`config.mk`:
```
export PLATFORM = sky130hd
export DESIGN_NAME = pe_accum_ctrl_flat
export DESIGN_NICKNAME = d
export VERILOG_FILES = /design/src/rtl/pe_accum_ctrl_if.sv /design/src/rtl/pe_accum_ctrl.sv /design/src/flat_wrapper.sv
export SDC_FILE = /design/constraint.sdc
export NUM_CORES = 1
export LEC_CHECK = 0
export ABC_AREA = 1
export ABC_CLOCK_PERIOD_IN_PS = 2700
export CAP_MARGIN = 10
export CELL_PAD_IN_SITES_DETAIL_PLACEMENT = 2
export CELL_PAD_IN_SITES_GLOBAL_PLACEMENT = 2
export CORE_MARGIN = 2
export CORE_UTILIZATION = 30
export DETAILED_ROUTE_END_ITERATION = 6
export GPL_ROUTABILITY_DRIVEN = 0
export PLACE_DENSITY = 0.9
export SLEW_MARGIN = 20
export SYNTH_ARGS = -nofsm -noshare
export SYNTH_HDL_FRONTEND = slang
export SYNTH_SLANG_ARGS = --single-unit
```
`constraint.sdc`:
```
create_clock -name clk -period 2.7 [get_ports clk]
set_input_delay 0.54 -clock clk [delete_from_list [all_inputs] [get_ports clk]]
set_output_delay 0.54 -clock clk [all_outputs]
set_load 0.01 [all_outputs]
```
`src/rtl/pe_accum_ctrl_if.sv`:
```
// Channel bundle for pe_accum_ctrl: product input, upstream psum input and
// downstream psum output, each a valid/ready handshake.
interface pe_accum_ctrl_if #(
  parameter int WIDTH     = 8,
  parameter int ACC_WIDTH = WIDTH + 2
);
  logic                 prod_valid;
  logic                 prod_ready;
  logic [WIDTH-1:0]     prod_data;

  logic                 psum_in_valid;
  logic                 psum_in_ready;
  logic [ACC_WIDTH-1:0] psum_in_data;

  logic                 psum_out_valid;
  logic                 psum_out_ready;
  logic [ACC_WIDTH-1:0] psum_out_data;

  modport master (
    output prod_valid, prod_data, psum_in_valid, psum_in_data, psum_out_ready,
    input  prod_ready, psum_in_ready, psum_out_valid, psum_out_data
  );

  modport slave (
    input  prod_valid, prod_data, psum_in_valid, psum_in_data, psum_out_ready,
    output prod_ready, psum_in_ready, psum_out_valid, psum_out_data
  );
endinterface

```
`src/rtl/pe_accum_ctrl.sv`:
```
// Sequencer time-sharing one PE adder between tap accumulation and psum merge;
// emits NUM_OUTPUTS merged results per start.
module pe_accum_ctrl #(
  parameter  int WIDTH       = 8,
  parameter  int ACC_WIDTH   = WIDTH + 2,
  parameter  int NUM_TAPS    = 3,
  parameter  int NUM_OUTPUTS = 2,
  localparam int TW          = $clog2(NUM_TAPS + 1),
  localparam int OW          = $clog2(NUM_OUTPUTS + 1)
) (
  input  logic          clk,
  input  logic          reset,
  input  logic          start,
  output logic          busy,
  output logic          done,
  output logic [1:0]    sel,
  pe_accum_ctrl_if.slave bus,
  output logic [TW-1:0] tap_cnt,
  output logic [OW-1:0] out_cnt
);

  typedef enum logic [2:0] {
    S_IDLE,
    S_ACCUM,
    S_PSUM,
    S_OUT,
    S_DONE
  } state_t;

  localparam logic [TW-1:0] LAST_TAP = TW'(NUM_TAPS - 1);
  localparam logic [OW-1:0] LAST_OUT = OW'(NUM_OUTPUTS - 1);

  state_t               r_state;
  state_t               w_next;
  logic [ACC_WIDTH-1:0] r_acc;
  logic [ACC_WIDTH-1:0] r_result;
  logic [TW-1:0]        r_tap_cnt;
  logic [OW-1:0]        r_out_cnt;

  logic                 w_prod_xfer;
  logic                 w_psum_xfer;
  logic                 w_out_xfer;
  logic [ACC_WIDTH-1:0] w_prod_ext;

  // Transfers are qualified by state, so the Moore readies never feed back.
  assign w_prod_xfer = (r_state == S_ACCUM) && bus.prod_valid;
  assign w_psum_xfer = (r_state == S_PSUM)  && bus.psum_in_valid;
  assign w_out_xfer  = (r_state == S_OUT)   && bus.psum_out_ready;
  assign w_prod_ext  = {{(ACC_WIDTH - WIDTH){1'b0}}, bus.prod_data};

  always_ff @(posedge clk or posedge reset) begin
    if (reset) r_state <= S_IDLE;
    else       r_state <= w_next;
  end

  always_comb begin
    w_next = r_state;
    case (r_state)
      S_IDLE:  if (start) w_next = S_ACCUM;
      S_ACCUM: if (w_prod_xfer && (r_tap_cnt == LAST_TAP)) w_next = S_PSUM;
      S_PSUM:  if (w_psum_xfer) w_next = S_OUT;
      S_OUT:   if (w_out_xfer) w_next = (r_out_cnt == LAST_OUT) ? S_DONE : S_ACCUM;
      S_DONE:  w_next = S_IDLE;
      default: w_next = S_IDLE;
    endcase
  end

  always_comb begin
    busy               = 1'b0;
    done               = 1'b0;
    sel                = 2'b00;
    bus.prod_ready     = 1'b0;
    bus.psum_in_ready  = 1'b0;
    bus.psum_out_valid = 1'b0;
    bus.psum_out_data  = '0;
    case (r_state)
      S_ACCUM: begin
        busy           = 1'b1;
        sel            = 2'b01;
        bus.prod_ready = 1'b1;
      end
      S_PSUM: begin
        busy              = 1'b1;
        sel               = 2'b10;
        bus.psum_in_ready = 1'b1;
      end
      S_OUT: begin
        busy               = 1'b1;
        bus.psum_out_valid = 1'b1;
        bus.psum_out_data  = r_result;
      end
      S_DONE: begin
        busy = 1'b1;
        done = 1'b1;
      end
      default: ;
    endcase
  end

  always_ff @(posedge clk or posedge reset) begin
    if (reset) begin
      r_acc     <= '0;
      r_result  <= '0;
      r_tap_cnt <= '0;
      r_out_cnt <= '0;
    end else begin
      case (r_state)
        S_IDLE: if (start) begin
          r_acc     <= '0;
          r_tap_cnt <= '0;
          r_out_cnt <= '0;
        end
        S_ACCUM: if (w_prod_xfer) begin
          r_acc     <= r_acc + w_prod_ext;
          r_tap_cnt <= r_tap_cnt + TW'(1);
        end
        S_PSUM: if (w_psum_xfer) r_result <= r_acc + bus.psum_in_data;
        S_OUT: if (w_out_xfer) begin
          r_out_cnt <= r_out_cnt + OW'(1);
          r_acc     <= '0;
          r_tap_cnt <= '0;
        end
        default: ;
      endcase
    end
  end

  assign tap_cnt = r_tap_cnt;
  assign out_cnt = r_out_cnt;

endmodule

```
`src/flat_wrapper.sv`:
```
// flat-port wrapper written by rule: the top's interface ports become plain ports
module pe_accum_ctrl_flat 
#(
  parameter  int WIDTH       = 8,
  parameter  int ACC_WIDTH   = WIDTH + 2,
  parameter  int NUM_TAPS    = 3,
  parameter  int NUM_OUTPUTS = 2,
  localparam int TW          = $clog2(NUM_TAPS + 1),
  localparam int OW          = $clog2(NUM_OUTPUTS + 1)
)
  (clk, reset, start, busy, done, sel, tap_cnt, out_cnt, bus_prod_valid, bus_prod_data, bus_psum_in_valid, bus_psum_in_data, bus_psum_out_ready, bus_prod_ready, bus_psum_in_ready, bus_psum_out_valid, bus_psum_out_data);
  pe_accum_ctrl_if #(.WIDTH(WIDTH), .ACC_WIDTH(ACC_WIDTH)) bus_i ();
  input  logic clk;
  input  logic reset;
  input  logic start;
  output logic busy;
  output logic done;
  output logic [1:0] sel;
  output logic [TW-1:0] tap_cnt;
  output logic [OW-1:0] out_cnt;
  input wire logic [$bits(bus_i.prod_valid)-1:0] bus_prod_valid;
  input wire logic [$bits(bus_i.prod_data)-1:0] bus_prod_data;
  input wire logic [$bits(bus_i.psum_in_valid)-1:0] bus_psum_in_valid;
  input wire logic [$bits(bus_i.psum_in_data)-1:0] bus_psum_in_data;
  input wire logic [$bits(bus_i.psum_out_ready)-1:0] bus_psum_out_ready;
  output wire logic [$bits(bus_i.prod_ready)-1:0] bus_prod_ready;
  output wire logic [$bits(bus_i.psum_in_ready)-1:0] bus_psum_in_ready;
  output wire logic [$bits(bus_i.psum_out_valid)-1:0] bus_psum_out_valid;
  output wire logic [$bits(bus_i.psum_out_data)-1:0] bus_psum_out_data;
  assign bus_i.prod_valid = bus_prod_valid;
  assign bus_i.prod_data = bus_prod_data;
  assign bus_i.psum_in_valid = bus_psum_in_valid;
  assign bus_i.psum_in_data = bus_psum_in_data;
  assign bus_i.psum_out_ready = bus_psum_out_ready;
  assign bus_prod_ready = bus_i.prod_ready;
  assign bus_psum_in_ready = bus_i.psum_in_ready;
  assign bus_psum_out_valid = bus_i.psum_out_valid;
  assign bus_psum_out_data = bus_i.psum_out_data;
  pe_accum_ctrl #(.WIDTH(WIDTH), .ACC_WIDTH(ACC_WIDTH), .NUM_TAPS(NUM_TAPS), .NUM_OUTPUTS(NUM_OUTPUTS)) u_core (.clk(clk), .reset(reset), .start(start), .busy(busy), .done(done), .sel(sel), .bus(bus_i), .tap_cnt(tap_cnt), .out_cnt(out_cnt));
endmodule
```
==> results_dict.tcl, run 1 <==
set metrics [dict create \
    nFillCells 793 \
    startpoint_type "flip-flop" \
    tns_ns 0 \
    rsz0062_at_grt "no" \
    synthSimpleGateAreaFrac 0.310 \
    dieArea_sq_mm 0.00771 \
    fmax_mhz 411 \
    rrSetupSlack_ns 0.76 \
    total_leakage_power_nw 1.40 \
    crit_fanout 15 \
    drt_first_pass_iters 4 \
    seqPwrFrac 0.283 \
    grt_max_degree 28 \
    hold_buffers 0 \
    io_pins 45 \
    synth_top_family_by_area "simple AND/OR/NAND/NOR gates" \
    final_area_sq_mm 0.00270 \
    final_period_minus_worst_setup_slack_ns 2.43 \
    fin_ws_ns 0.265 \
    clockBufferDepth 2 \
    grt-ovfl-total 0 \
    antenna_found_initial 0 \
    start_util 0.310 \
    p_sw_frac 0.479 \
    grt_pass1_vias 2321 \
    mostFrequentLayoutCell "nand2_1" \
    whs_path_depth 2 \
    num_rows 30 \
    cts_tree "built" \
    clockPowerShare 0.100 \
    fin_util 0.398 \
    area_growth_syn_to_layout_pct 28.4 \
    power.net_switching_mw 1.17 \
    synth_compound_area_frac 0.112 \
    grt_pass1_wl_um 11000 \
    htreeDepth 1 \
    critPathKind "reg -> out" \
    r2r_cells 10 \
    ir_worst_vdd_mv 0.286 \
    dp.cells 433 \
    hold_ws_ns 0.494 \
    drc 0 \
    r2r_start "u_core.r_acc[0]" \
    pwr_density_cell_mw_per_mm2 905 \
    cts-resized-gates 0 \
    maxCapViolations 0 \
    p_int_mw 1.27 \
    wl_um 6520 \
    cts_buffers 3 \
    yosysSeqAreaShare 0.321 \
    yosysWarnings 0 \
    worstReg2RegEnd "u_core.r_result[8]" \
    hold_path_class "reg -> reg" \
    via_per_inst 4.73 \
    fin_worst_skew_ns 0.00179 \
    preCtsSetupSlack_ns 0.182 \
    drv_slew 0 \
    worstHoldStart "u_core.r_result[1]" \
    syn_inst 295 \
    die_w_um 87.8 \
    synth-xor-area-share 0.0291 \
    cts.sinks 27 \
    post_cts_buffers 0 \
    finalNetCount 387 \
    worstPathRequired_ns 2.16 \
    num_vias 2068 \
    final_hold_viol_count 0 \
    slew_headroom 0.737 \
    synth.distinct_cells 32 \
    cts.clk_slew.worst_paths_ns 0.10 \
    drtIter0Drc 27 \
    muxShareOfSynthArea 0 \
    cts-root-buf "clkbuf_8" \
    io_buffers 44 \
    total_power_mw 2.45 \
    syn_area_per_cell_sq_um 7.14 \
    drive_above_1_share 0.0469 \
    synth_adder_area_share 0.132 \
    grt.total_usage 0.184 \
    synth_fp_nets 340 \
    wl_per_cell_um 14.9 \
    ys_ff_latch 27 \
    post_dp_cell_area_sq_mm 0.00266 \
    clkLatencyLatePin_ns 0.28 \
    crit_path_end_kind "output port" \
    fp.coreArea_sq_mm 0.00679 \
    outcome "complete, no violations" \
    synth_area_sq_mm 0.00211 \
    layout_common_cells "nand2_1, inv_1, clkdlybuf4s50_1" \
    dp_hpwl_um 5560 \
    p_comb_frac 0.617 \
    tightest_slew_ns 0.392 \
    period_share 0.902 \
    arrival_ns 1.89 \
    die_y_um 87.8 \
    antenna_cells 0 \
    setup_viol 0 \
    ant_nets 0 \
    holdPathEnd "u_core.r_result[1]" \
    stdcell_count 437 \
]
per-layer routing:
metal / vias up / part of all wire / global-route usage
li1: 1022 / - / -
met1: 1012 / 0.42 / 0.204
met2: 27 / 0.55 / 0.367
met3: 7 / 0.013 / 0.0123
met4: 0 / 0.017 / 0.0587
met5: - / 0 / 0
sequential cells by signal, indices dropped and copies added (netlist names):
signal and count:
u_core.out_cnt 2, u_core.r_acc 10, u_core.r_result 10, u_core.r_state 3, u_core.tap_cnt 2
power by group through the flow:
stage | clock network (mW) | logic [mW] | registers (mW)
2_1_floorplan | 0 | 0.984 | 0.669
3_3_place_gp | 0 | 1.42 | 0.688
3_5_place_dp | 0 | 1.53 | 0.702
4_1_cts | 0.252 | 1.55 | 0.693
5_1_grt | 0.261 | 1.72 | 0.718
6_report | 0.245 | 1.51 | 0.691
critical path: stages, from the launching register on:
cell             delay (ns)
dfrtp_1                0.48
inv_2                  0.08
nor2_4                 0.11
nand2_2                0.21
nor2_1                 0.17
clkdlybuf4s50_1        0.56
cell usage after synthesis:
cell type   n  area share
fa_1        2       0.019
buf_2       1      0.0024
nor2_4      3       0.016
o21bai_1    2      0.0071
buf_1       1      0.0018
and3_1      1      0.0030
o21a_1      1      0.0036
buf_4       1      0.0036
nand3_1    16       0.038
nor2_1     29       0.052
inv_2       4      0.0071
a21o_1      3       0.011
nor3_1      1      0.0024
o21ai_4     1      0.0077
nor3b_1     1      0.0036
o22ai_1     1      0.0030
nand4_1     3      0.0089
xor2_1      2      0.0083
nor3_4      1      0.0077
nand3b_1    4       0.014
nand2_2     1      0.0030
o21ai_1     3      0.0071
a21boi_0    1      0.0036
clkinv_1    1      0.0018
dfrtp_1    27        0.32
inv_1      45       0.080
nor2_8      1      0.0095
nand2_1    85        0.15
a21oi_1    11       0.026
ha_1       19        0.11
o21ai_0    18       0.043
xnor2_1     5       0.021
how the worst max path moves through the flow:
stage / cells after the start / startpoint / end / slack [ns]
global placement: 11 / bus_psum_in_data[0] / u_core.r_result[8] / 0.30
floorplan: 10 / bus_psum_in_data[0] / u_core.r_result[8] / 0.87
CTS: 5 / u_core.r_state[1] / bus_psum_out_data[5] / 0.23
global route: 5 / u_core.r_state[1] / bus_psum_out_data[9] / 0.15
finish: 5 / u_core.r_state[1] / bus_psum_out_data[5] / 0.27
detailed placement: 11 / bus_psum_in_data[0] / u_core.r_result[8] / 0.18
area by class of cell:
| class | count | area (sq um) | area share |
|---|---|---|---|
| timing repair buffer | 45 | 448 | 0.166 |
| clock buffer | 3 | 41.3 | 0.0153 |
| sequential | 27 | 676 | 0.250 |
| tap | 96 | 120 | 0.0444 |
| multi-input combinational | 215 | 1230 | 0.453 |
| clock inverter | 1 | 5.00 | 0.00185 |
| inverter | 50 | 188 | 0.0694 |
cell families after synthesis:
kind of cell / count (synthesis)
buf+inv: 53
simple gates: 146
compound gates: 41
flops: 27
xor+xnor: 7
fa+ha+maj: 21
Power figures use the tool's default switching activity.
==> run 2, diff against run 1 <==
--- a/config.mk
+++ b/config.mk
@@ -15,6 +15,7 @@
 export DETAILED_ROUTE_END_ITERATION = 6
 export GPL_ROUTABILITY_DRIVEN = 0
 export PLACE_DENSITY = 0.9
+export RECOVER_POWER = 25
 export SLEW_MARGIN = 20
 export SYNTH_ARGS = -nofsm -noshare
 export SYNTH_HDL_FRONTEND = slang
==> run 2 against run 1 <==
Net effect: sequential power about the same; core utilization decreased by 0.055 points; cell count unchanged; critical path depth unchanged; global-route usage unchanged; clock-buffer cell count unchanged; die area unchanged; largest power group unchanged.
==> results_dict.tcl, run 2 (same netlist as run 1, synthesis figures left out) <==
set metrics [dict create \
    worstPathRequired_ns 2.16 \
    final_hold_viol_count 0 \
    wl_um 6510 \
    area_growth_syn_to_layout_pct 28.2 \
    startpoint_type "flip-flop" \
    dp.cells 433 \
    fp.coreArea_sq_mm 0.00679 \
    cts-root-buf "clkbuf_8" \
    grt_pass1_wl_um 11000 \
    whs_path_depth 2 \
    num_vias 2066 \
    total_power_mw 2.45 \
    htreeDepth 1 \
    grt.total_usage 0.184 \
    dieArea_sq_mm 0.00771 \
    num_rows 30 \
    outcome "complete, no violations" \
    dp_hpwl_um 5560 \
    highest_layer "met4" \
    ir_worst_vdd_mv 0.286 \
    finalNetCount 387 \
    die_y_um 87.8 \
    cts.sinks 27 \
    final_period_minus_worst_setup_slack_ns 2.43 \
    start_util 0.310 \
    worstReg2RegEnd "u_core.r_result[8]" \
    post_cts_buffers 0 \
    io_pins 45 \
    cts.clk_slew.worst_paths_ns 0.10 \
    wl_met3_um 81 \
    route.met2.wl_um 3560 \
    antenna_found_initial 0 \
    worstHoldStart "u_core.r_result[1]" \
    via_per_inst 4.73 \
    crit_path_end_kind "output port" \
    grt-ovfl-total 0 \
    drt_first_pass_iters 4 \
    r2r_start "u_core.r_acc[0]" \
    slew_headroom 0.0160 \
    fin_ws_ns 0.266 \
    preCtsSetupSlack_ns 0.182 \
    rrSetupSlack_ns 0.76 \
    ant_nets 0 \
    grt_max_degree 28 \
    pwr_density_cell_mw_per_mm2 906 \
    period_share 0.902 \
    tightest_slew_ns 1.48 \
    tns_ns 0 \
    grt_pass1_vias 2321 \
    drive_above_1_share 0.0440 \
    cts_tree "built" \
    die_w_um 87.8 \
    r2r_cells 10 \
    critPathKind "reg -> out" \
    clkLatencyLatePin_ns 0.28 \
    cts_buffers 3 \
    mostFrequentLayoutCell "nand2_1" \
    cts-resized-gates 0 \
    stdcell_count 437 \
    hold_buffers 0 \
    maxCapViolations 0 \
    cpPeakStageDelay_ns 0.56 \
    fin_util 0.397 \
    hold_path_class "reg -> reg" \
    met1_length_um 2760 \
    drtIter0Drc 27 \
    arrival_ns 1.89 \
    fin_worst_skew_ns 0.00179 \
    crit_fanout 15 \
    slowest_stage "clkdlybuf4s50_1" \
    fmax_mhz 411 \
    rsz0062_at_grt "no" \
    reg_top3 "u_core.r_acc (10), u_core.r_result (10), u_core.r_state (3)" \
    drv_slew 0 \
    path_cells "inv_2, nor2_4, nand2_2, nor2_1, clkdlybuf4s50_1" \
    io_buffers 44 \
    antenna_cells 0 \
    drc 0 \
    setup_viol 0 \
    wl_per_cell_um 14.9 \
    holdPathEnd "u_core.r_result[1]" \
    clockBufferDepth 2 \
    layout_common_cells "nand2_1, inv_1, clkdlybuf4s50_1" \
    total_leakage_power_nw 1.40 \
]
run 2: metrics by stage:
step / hold slack (ns) / area (sq um)
floorplan: 0.449 / 2110
global placement: 0.469 / 2660
detailed placement: 0.477 / 2660
CTS: 0.502 / 2700
global route: 0.526 / 2700
finish: 0.494 / 2700
run 2: how the worst max path moves through the flow:
stage                              startpoint                    to  slack, ns  cells after the start
final                       u_core.r_state[1]  bus_psum_out_data[5]       0.27                      5
after global routing        u_core.r_state[1]  bus_psum_out_data[9]       0.15                      5
after CTS                   u_core.r_state[1]  bus_psum_out_data[5]       0.23                      5
after detailed placement  bus_psum_in_data[0]    u_core.r_result[8]       0.18                     11
after global placement    bus_psum_in_data[0]    u_core.r_result[8]       0.30                     11
after floorplan           bus_psum_in_data[0]    u_core.r_result[8]       0.87                     10
run 2: layout make-up:
class	instances	area, sq um
multi-input combinational	215	1230
clock buffer	3	41.3
inverter	50	188
sequential	27	676
fill	793	4090
timing repair buffer	45	444
clock inverter	1	5.00
tap	96	120
run 2: layer usage:
layer  up-vias  track usage
li1       1022            -
met1      1010        0.204
met2        27        0.367
met3         7       0.0123
met4         0       0.0587
met5         -            0
run 2: power breakdown:
group / internal (mW) / leakage (nW) / switching [mW]
sequential: 0.560 / 0.350 / 0.132
combinational: 0.610 / 1.02 / 0.899
clock: 0.104 / 0.0255 / 0.141
run 2: worst max-delay path, delay by kind of cell, from the launching register on:
kind	cells	cell delay, ns
and+or+nand+nor	3	0.49
DFF	1	0.48
buffers and inverters	2	0.64
